**src/rtl/clip_round_stream_pkg.sv**
```systemverilog
// Shared encodings for the clip/round streaming block.
package clip_round_stream_pkg;

  typedef logic [1:0] rnd_mode_t;

  localparam rnd_mode_t RND_TRUNC  = 2'd0;
  localparam rnd_mode_t RND_HALFUP = 2'd1;
  localparam rnd_mode_t RND_CONV   = 2'd2;

endpackage

```
**src/rtl/round_sat_lane.sv**
```systemverilog
// One lane of the two-stage datapath: S1 rounds and shifts, S2 saturates to WIDTH_OUT.
// Stage loads are driven by the shared handshake in the top level.
module round_sat_lane
  import clip_round_stream_pkg::*;
#(
  parameter int WIDTH_IN  = 24,
  parameter int WIDTH_OUT = 16,
  parameter int CLIP_BITS = 0
) (
  input  logic                 clk,
  input  logic                 rst,
  input  logic [WIDTH_IN-1:0]  data_i,
  input  rnd_mode_t            mode_i,
  input  logic                 ld1_i,
  input  logic                 ld2_i,
  output logic [WIDTH_OUT-1:0] data_o,
  output logic                 sat_o
);

  localparam int DROP = WIDTH_IN - CLIP_BITS - WIDTH_OUT;
  localparam int RW   = WIDTH_IN + 1 - DROP;

  logic [WIDTH_IN:0]    xe;
  logic [RW-1:0]        s1_d, s1_q;
  logic [WIDTH_OUT-1:0] s2_d, s2_q;
  logic                 sat_d, sat_q;

  assign xe = {data_i[WIDTH_IN-1], data_i};

  generate
    if (DROP == 0) begin : g_pass
      assign s1_d = xe;
    end else begin : g_round
      localparam logic [WIDTH_IN:0] HALF    = (WIDTH_IN+1)'(1) << (DROP-1);
      localparam logic [WIDTH_IN:0] HALF_M1 = HALF - (WIDTH_IN+1)'(1);
      logic [WIDTH_IN:0] rc;
      logic [WIDTH_IN:0] sum;

      always_comb begin
        rc = '0;
        case (mode_i)
          RND_HALFUP: rc = HALF;
          // Ties resolve toward the even quotient via the LSB that survives the shift.
          RND_CONV:   rc = HALF_M1 + {{WIDTH_IN{1'b0}}, data_i[DROP]};
          default:    rc = '0;
        endcase
      end

      // Cannot overflow: |x| < 2^(WIDTH_IN-1) and rc < 2^DROP <= 2^(WIDTH_IN-1).
      assign sum  = xe + rc;
      assign s1_d = RW'(sum >> DROP);
    end
  endgenerate

  // Result fits when every bit from the sign down to bit WIDTH_OUT-1 agrees.
  logic [RW-WIDTH_OUT:0] top_bits;
  logic                  ovf;

  assign top_bits = s1_q[RW-1:WIDTH_OUT-1];
  assign ovf      = !((&top_bits) || !(|top_bits));

  always_comb begin
    sat_d = ovf;
    s2_d  = s1_q[WIDTH_OUT-1:0];
    if (ovf) begin
      s2_d = s1_q[RW-1] ? {1'b1, {(WIDTH_OUT-1){1'b0}}} : {1'b0, {(WIDTH_OUT-1){1'b1}}};
    end
  end

  always_ff @(posedge clk) begin
    if (rst) begin
      s1_q  <= '0;
      s2_q  <= '0;
      sat_q <= 1'b0;
    end else begin
      if (ld1_i) begin
        s1_q <= s1_d;
      end
      if (ld2_i) begin
        s2_q  <= s2_d;
        sat_q <= sat_d;
      end
    end
  end

  assign data_o = s2_q;
  assign sat_o  = sat_q;

endmodule

```
**src/rtl/clip_round_stream.sv**
```systemverilog
// Multi-lane round + saturate stream, 2-cycle latency, 1 sample/clk.
// i_tready is combinational from o_tready (no skid); stalled outputs are held stable.
module clip_round_stream
  import clip_round_stream_pkg::*;
#(
  parameter int WIDTH_IN  = 24,
  parameter int WIDTH_OUT = 16,
  parameter int CLIP_BITS = 0,
  parameter int NCHAN     = 2,
  parameter int CNT_W     = 16
) (
  input  logic                       clk,
  input  logic                       rst,
  input  logic [1:0]                 mode,
  input  logic                       clr_stats,
  input  logic [NCHAN*WIDTH_IN-1:0]  i_tdata,
  input  logic                       i_tvalid,
  output logic                       i_tready,
  output logic [NCHAN*WIDTH_OUT-1:0] o_tdata,
  output logic [NCHAN-1:0]           o_sat,
  output logic                       o_tvalid,
  input  logic                       o_tready,
  output logic [NCHAN*CNT_W-1:0]     sat_cnt
);

  logic s1_v_q, s1_v_d;
  logic s2_v_q, s2_v_d;
  logic ld1, ld2, o_xfer;

  assign i_tready = !s1_v_q || !s2_v_q || o_tready;
  assign ld1      = i_tvalid && i_tready;
  assign ld2      = s1_v_q && (!s2_v_q || o_tready);
  assign o_xfer   = s2_v_q && o_tready;

  always_comb begin
    s1_v_d = s1_v_q;
    s2_v_d = s2_v_q;
    if (ld1) begin
      s1_v_d = 1'b1;
    end else if (ld2) begin
      s1_v_d = 1'b0;
    end
    if (ld2) begin
      s2_v_d = 1'b1;
    end else if (o_xfer) begin
      s2_v_d = 1'b0;
    end
  end

  always_ff @(posedge clk) begin
    if (rst) begin
      s1_v_q <= 1'b0;
      s2_v_q <= 1'b0;
    end else begin
      s1_v_q <= s1_v_d;
      s2_v_q <= s2_v_d;
    end
  end

  assign o_tvalid = s2_v_q;

  generate
    for (genvar k = 0; k < NCHAN; k++) begin : g_lane
      logic [CNT_W-1:0] cnt_q, cnt_d;

      round_sat_lane #(
        .WIDTH_IN (WIDTH_IN),
        .WIDTH_OUT(WIDTH_OUT),
        .CLIP_BITS(CLIP_BITS)
      ) u_lane (
        .clk   (clk),
        .rst   (rst),
        .data_i(i_tdata[k*WIDTH_IN +: WIDTH_IN]),
        .mode_i(mode),
        .ld1_i (ld1),
        .ld2_i (ld2),
        .data_o(o_tdata[k*WIDTH_OUT +: WIDTH_OUT]),
        .sat_o (o_sat[k])
      );

      // Counter sticks at all-ones; a clear wins over a same-cycle increment.
      always_comb begin
        cnt_d = cnt_q;
        if (clr_stats) begin
          cnt_d = '0;
        end else if (o_xfer && o_sat[k] && !(&cnt_q)) begin
          cnt_d = cnt_q + CNT_W'(1);
        end
      end

      always_ff @(posedge clk) begin
        if (rst) begin
          cnt_q <= '0;
        end else begin
          cnt_q <= cnt_d;
        end
      end

      assign sat_cnt[k*CNT_W +: CNT_W] = cnt_q;
    end
  endgenerate

endmodule

```
**config.mk**
```make
export PLATFORM = sky130hd
export DESIGN_NAME = clip_round_stream
export DESIGN_NICKNAME = d
export VERILOG_FILES = /design/src/rtl/clip_round_stream_pkg.sv /design/src/rtl/round_sat_lane.sv /design/src/rtl/clip_round_stream.sv
export SDC_FILE = /design/constraint.sdc
export NUM_CORES = 1
export LEC_CHECK = 0
export CAP_MARGIN = 30
export CORE_MARGIN = 8
export CORE_UTILIZATION = 44
export CTS_BUF_LIST = sky130_fd_sc_hd__clkbuf_8
export DETAILED_ROUTE_END_ITERATION = 10
export HOLD_SLACK_MARGIN = 0.06
export PLACE_DENSITY = 0.73
export SETUP_SLACK_MARGIN = 0.3
export SLEW_MARGIN = 20
export SYNTH_ARGS = -nofsm -noshare
export SYNTH_HDL_FRONTEND = slang
export SYNTH_SLANG_ARGS = --single-unit
```
**constraint.sdc**
```tcl
create_clock -name clk -period 4.59 [get_ports clk]
set_clock_uncertainty 0.05 [all_clocks]
set_input_delay 0.918 -clock clk [delete_from_list [all_inputs] [get_ports clk]]
set_output_delay 0.918 -clock clk [all_outputs]
set_load 0.03 [all_outputs]
```
Word level (Yosys, flattened, before mapping). Cells that the tools add are included.

Register bits: 102. Input port bits: 55. Output and inout port bits: 68.

Add/sub/neg operators: 6. Equal/unequal tests: 2. Multiplexer cells: 10. Reductions and logical operators: 29.

Operators by type and width (count): case mux 25 bit (2 select lines) (2); 2-to-1 mux 16 bit (4); adder 25 bit (2); adder 16 x 1 -> 16 bit (second input constant) (2); AND reduction 16 bit (2); adder 7 x 1 -> 8 bit (first input constant) (2); logical NOT 1 bit (8); logical AND 1 bit (7); OR reduction 2 bit (3); logical OR 1 bit (5); 2-to-1 mux 1 bit (4); AND reduction 2 bit (2); nonzero test 2 bit (2); == test 2 x 1 -> 1 bit (second input constant) (1); == test 2 bit (second input constant) (1).

Depth between registers and ports, before layout.
Depth after elaboration: 5. Depth in mapped cells: 10.

Cells and area by module. Synthesis repeated with hierarchy kept, for this count alone.

Cell total of the unflattened synthesis: 602. Area total of the unflattened synthesis: 5082.4 um^2.

Modules (own cells, without submodules): round_sat_lane (instances 2, cells an instance 199, area each 1665.3 um^2, seq. area each 680.7 um^2); clip_round_stream (instances 1, cells an instance 204, area each 1751.7 um^2, seq. area each 680.7 um^2).

Worst setup path after synthesis. OpenSTA, ideal clock, no wires.

Kind: in2reg. Start: input port mode[0]. End: register g_lane[0].u_lane.s1_q[14]. Data arrival time: 3.011 ns. Data required time: 4.449 ns. Slack: 1.438 ns. Cell stages on the path: 9. Buffers on the path: 1. Path through: inv_1 ha_1 nor2_1 ha_1 nand4_2 or4b_1 buf_2 or4_1 a311oi_1.

Longest elaborated chain between the ends: 3. Elaborated cells on any way between the ends: 4.

Ends and longest elaborated chain: from (decl) (RTL line clip_round_stream.sv:14) `input logic [1:0] mode,`; == test 2 bit or == test 2 x 1 -> 1 bit (tied branches) (RTL line round_sat_lane.sv:41) `case (mode_i)`; case mux 25 bit (2 select lines) * (RTL line round_sat_lane.sv:41); adder 25 bit * (RTL line round_sat_lane.sv:50) `assign sum = xe + rc;`; to (signal assigned) (RTL line round_sat_lane.sv:72) `s1_q <= '0;`; to (signal assigned) (RTL line round_sat_lane.sv:77) `s1_q <= s1_d;`; to (decl) (RTL line round_sat_lane.sv:24) `logic [RW-1:0] s1_d, s1_q;`.

Every way passes the cells marked *; elsewhere a longest branch is shown, timed or not. A chain may end at the register's enable or synchronous reset.

Final worst setup path. Ends and elaborated chain as after synthesis.

==> Flow_metrics.wiki <==
{| class="wikitable"
! Metric !! Value
|-
| Run status || finished, final reports clean
|-
| Antenna Violating Nets Remaining || 0
|-
| Vias after detailed routing || 4891
|-
| Pre-antenna DRT Iters || 5
|-
| Antenna fix cells || 0
|-
| First-pass GRT wire length || 21900 um
|-
| Number of synthesized flops with an enable pin || 0
|-
| Async set-reset flop share out of synthesis || 0%
|-
| Post-CTS setup buffer count || 0
|-
| Reported leakage power || 2.11 nW
|-
| CTS Buf Count || 9
|-
| Startpoint type of the worst setup path || primary input
|-
| DIE AREA || 14900 sq um
|-
| All-Layer GR Usage || 17.5%
|-
| Area of the core || 10900 sq um
|-
| Achievable frequency || 288 MHz
|-
| Clk sinks || 102
|-
| Number of endpoints with negative hold slack in the final report || 0
|-
| Placed inst area || 6260 sq um
|-
| Dominant synthesized flop cell || sky130_fd_sc_hd__dfxtp_1
|-
| Yosys warnings || 0
|-
| Cells traversed along the worst timing path || clkdlybuf4s50_1 -> inv_1 -> ha_1 -> nor2_1 -> ha_1 -> nand4_2 -> or4b_1 -> or4_1 -> a311oi_1
|-
| Site row count || 38
|-
| Final sum of negative setup slack || 0 ns
|-
| Hold/Removal Path Class || reg2reg
|-
| Die X || 122 um
|-
| Growth of design area from synthesis to finish || 30.1%
|-
| Main area contributors after synthesis || sky130_fd_sc_hd__dfxtp_1 41%, sky130_fd_sc_hd__a211oi_1 6.2%, sky130_fd_sc_hd__nor2_1 4.7%, sky130_fd_sc_hd__a21oi_1 4.5%, sky130_fd_sc_hd__nand3_1 3.7%
|-
| Clock tree from TritonCTS || done
|-
| Capturing element type of the critical path || flip-flop
|-
| Average cell area after synthesis || 8.14 sq um
|-
| Max_slew headroom || 48.2%
|-
| Max Buffers Root-to-Sink || 2
|-
| Post-synthesis sequential area ratio || 41.2%
|-
| CTS resizes || 0
|-
| Post-synth top area share || 41.2%
|-
| Cell family contributing the most delay on the critical path || simple AND/OR/NAND/NOR gates
|-
| Iteration-0 DRC Markers || 428
|-
| Max Cap Viol || 0
|-
| Hold-fix buffers at CTS || 0
|-
| Number of global-route vias before repair || 4682
|-
| Initial core utilization || 45.4%
|-
| CTS root buf || sky130_fd_sc_hd__clkbuf_8
|-
| Critical setup path kind || in2reg
|-
| Number of port buffers || 122
|-
| Count of nets after finishing || 772
|-
| Setup repair after global routing missed its margin || no
|-
| Cell types with the highest counts after synthesis || 102 x sky130_fd_sc_hd__dfxtp_1, 62 x sky130_fd_sc_hd__nor2_1, 46 x sky130_fd_sc_hd__nand2_1
|-
| CP most frequent cell || sky130_fd_sc_hd__ha_1
|-
| Slew @ Worst Pin || 0.770 ns
|-
| Critical Path Slowest Stage Cell || sky130_fd_sc_hd__or4b_1
|-
| Average wire length per cell after detail routing || 15.6 um
|-
| Register bit total from synthesis || 102
|-
| DR vias/cell || 5.74
|-
| Final clock period utilization by the worst path || 75.6%
|-
| Reg2Reg Setup Slack || 2.47 ns
|-
| Clk_lat worst skew || 0.36 ns
|-
| Most frequent cell after synthesis || sky130_fd_sc_hd__dfxtp_1
|-
| Final weighted congestion in routability-driven placement || 0.848
|-
| Crit-path max cell delay || 0.62 ns
|-
| Synth area leader || sky130_fd_sc_hd__dfxtp_1
|-
| Number of distinct standard cells referenced by the synthesized netlist || 44
|-
| Max VDD drop || 0.134 mV
|-
| Number of nets in the synthesized netlist || 674
|-
| Post-route cell area || 6450 sq um
|-
| Post-Syn Instances || 609
|-
| Total of endpoints with negative setup slack in the final report || 0
|-
| Maximum number of pins on one net before global-route repair || 44
|-
| Share of cells above drive strength 1 || 4.35%
|-
| Placed wire-length estimate after detailed placement || 9930 um
|-
| Cell Area, Synth || 4960 sq um
|-
| Signal arrival time at the worst endpoint || 3.70 ns
|-
| Overflow left after global routing || 0
|-
| Initial antenna violation count || 0
|-
| Buf/Inv on CP || 2
|-
| Clk slew on worst S/H paths || 0.11 ns
|-
| Die height || 122 um
|-
| Maximum level of the CTS H-tree || 3
|-
| Required time worst endpoint || 4.82 ns
|-
| Total power per unit cell area || 281 nW/um^2
|-
| Max-slew violation count || 0
|-
| Total Wirelength || 13300 um
|-
| I/O pin count || 123
|-
| DRC errors left || 0
|-
| Minimum period implied by the final worst setup slack || 3.47 ns
|-
| Max Fanout on Critical Path || 7
|}
[layer usage]
metal,routed length [um],GRT usage [%],vias to the layer above
met4,208,6.70,0
met3,1040,4.86,19
li1,-,-,2454
met5,0,0,-
met2,6000,28.5,162
met1,6060,21.6,2256
[worst reg2reg max path: stages (launching register included)]
cell and delay (ns):
sky130_fd_sc_hd__dfxtp_1 0.45, sky130_fd_sc_hd__nand4_1 0.29, sky130_fd_sc_hd__nor4_1 0.76, sky130_fd_sc_hd__buf_4 0.28, sky130_fd_sc_hd__or4_1 0.12, sky130_fd_sc_hd__a21oi_1 0.06
[flip-flops by register name (all words and copies together) (netlist names)]
| signal | cells |
|---|---|
| g_lane.u_lane.s1_q | 34 |
| g_lane.cnt_q | 32 |
| g_lane.u_lane.data_o | 32 |
| g_lane.u_lane.sat_o | 2 |
| o_tvalid | 1 |
| s1_v_q | 1 |
[cell usage in the layout (no fill, tap or decap), types with 3 or more instances in the layout]
cell type	n
sky130_fd_sc_hd__clkdlybuf4s50_1	121
sky130_fd_sc_hd__dfxtp_1	102
sky130_fd_sc_hd__nor2_1	61
sky130_fd_sc_hd__nand2_1	46
sky130_fd_sc_hd__a21oi_1	45
sky130_fd_sc_hd__a211oi_1	41
sky130_fd_sc_hd__nand3_1	37
sky130_fd_sc_hd__nor3_1	29
sky130_fd_sc_hd__nand4_1	20
sky130_fd_sc_hd__o21ai_0	16
sky130_fd_sc_hd__nand2b_1	16
sky130_fd_sc_hd__or4_1	15
sky130_fd_sc_hd__or3_1	15
sky130_fd_sc_hd__inv_1	14
sky130_fd_sc_hd__nor4_1	14
sky130_fd_sc_hd__o31ai_1	14
sky130_fd_sc_hd__xnor2_1	13
sky130_fd_sc_hd__xor2_1	10
sky130_fd_sc_hd__ha_1	10
sky130_fd_sc_hd__clkbuf_8	10
sky130_fd_sc_hd__a311oi_1	7
sky130_fd_sc_hd__nand3b_1	6
sky130_fd_sc_hd__and3_1	6
sky130_fd_sc_hd__and4_1	4
sky130_fd_sc_hd__buf_4	3
[final timing paths]
| check | start | to | cells past startpoint |
|---|---|---|---|
| max | mode[0] | g_lane[0].u_lane.s1_q[14] | 9 |
| min | g_lane[0].u_lane.data_o[10] | g_lane[0].u_lane.data_o[10] | 2 |
| max reg2reg | g_lane[1].cnt_q[11] | g_lane[1].cnt_q[8] | 5 |
| min reg2reg | g_lane[0].u_lane.data_o[10] | g_lane[0].u_lane.data_o[10] | 2 |
[cells by family after synthesis]
family	Yosys count	synth area share, %
AO/OA/AOI/OAI	139	18.4
AND/OR/NAND/NOR	279	29.2
XOR/XNOR	23	4.06
adder cells (fa/ha/maj)	10	2.52
multiplexers	2	0.404
flip-flops	102	41.2
buffers and inverters	54	4.29
[final cells by class]
cell class                 count  area [sq um]
timing repair buffer         127          1280
fill                        1016          4480
clock buffer                  10           138
clock inverter                 6          52.6
sequential                   102          2040
tap                          140           175
multi-input combinational    453          2710
inverter                      14          52.6
[through the flow]
stage / power, W / util [%] / cells / hold slack (ns) / worst slack (ns)
global placement: 0.00127 / 56.8 / 834 / 0.391 / 0.851
CTS: 0.00182 / 59.0 / 852 / 0.415 / 1.11
global route: 0.00189 / 59.0 / 852 / 0.435 / 0.974
detailed placement: 0.00129 / 57.2 / 836 / 0.401 / 0.723
floorplan: 0.00115 / - / 609 / 0.398 / 1.44
finish: 0.00181 / 59.0 / 852 / 0.413 / 1.12
[power by group]
| part | switching, W | total (W) | leakage [nW] | internal, W |
|---|---|---|---|---|
| combinational | 0.000174 | 0.000310 | 1.19 | 0.000137 |
| sequential | 0.0000257 | 0.000954 | 0.835 | 0.000928 |
| clock | 0.000329 | 0.000549 | 0.0910 | 0.000220 |
| total | 0.000528 | 0.00181 | 2.11 | 0.00128 |
(Power assumes the default switching activity.)
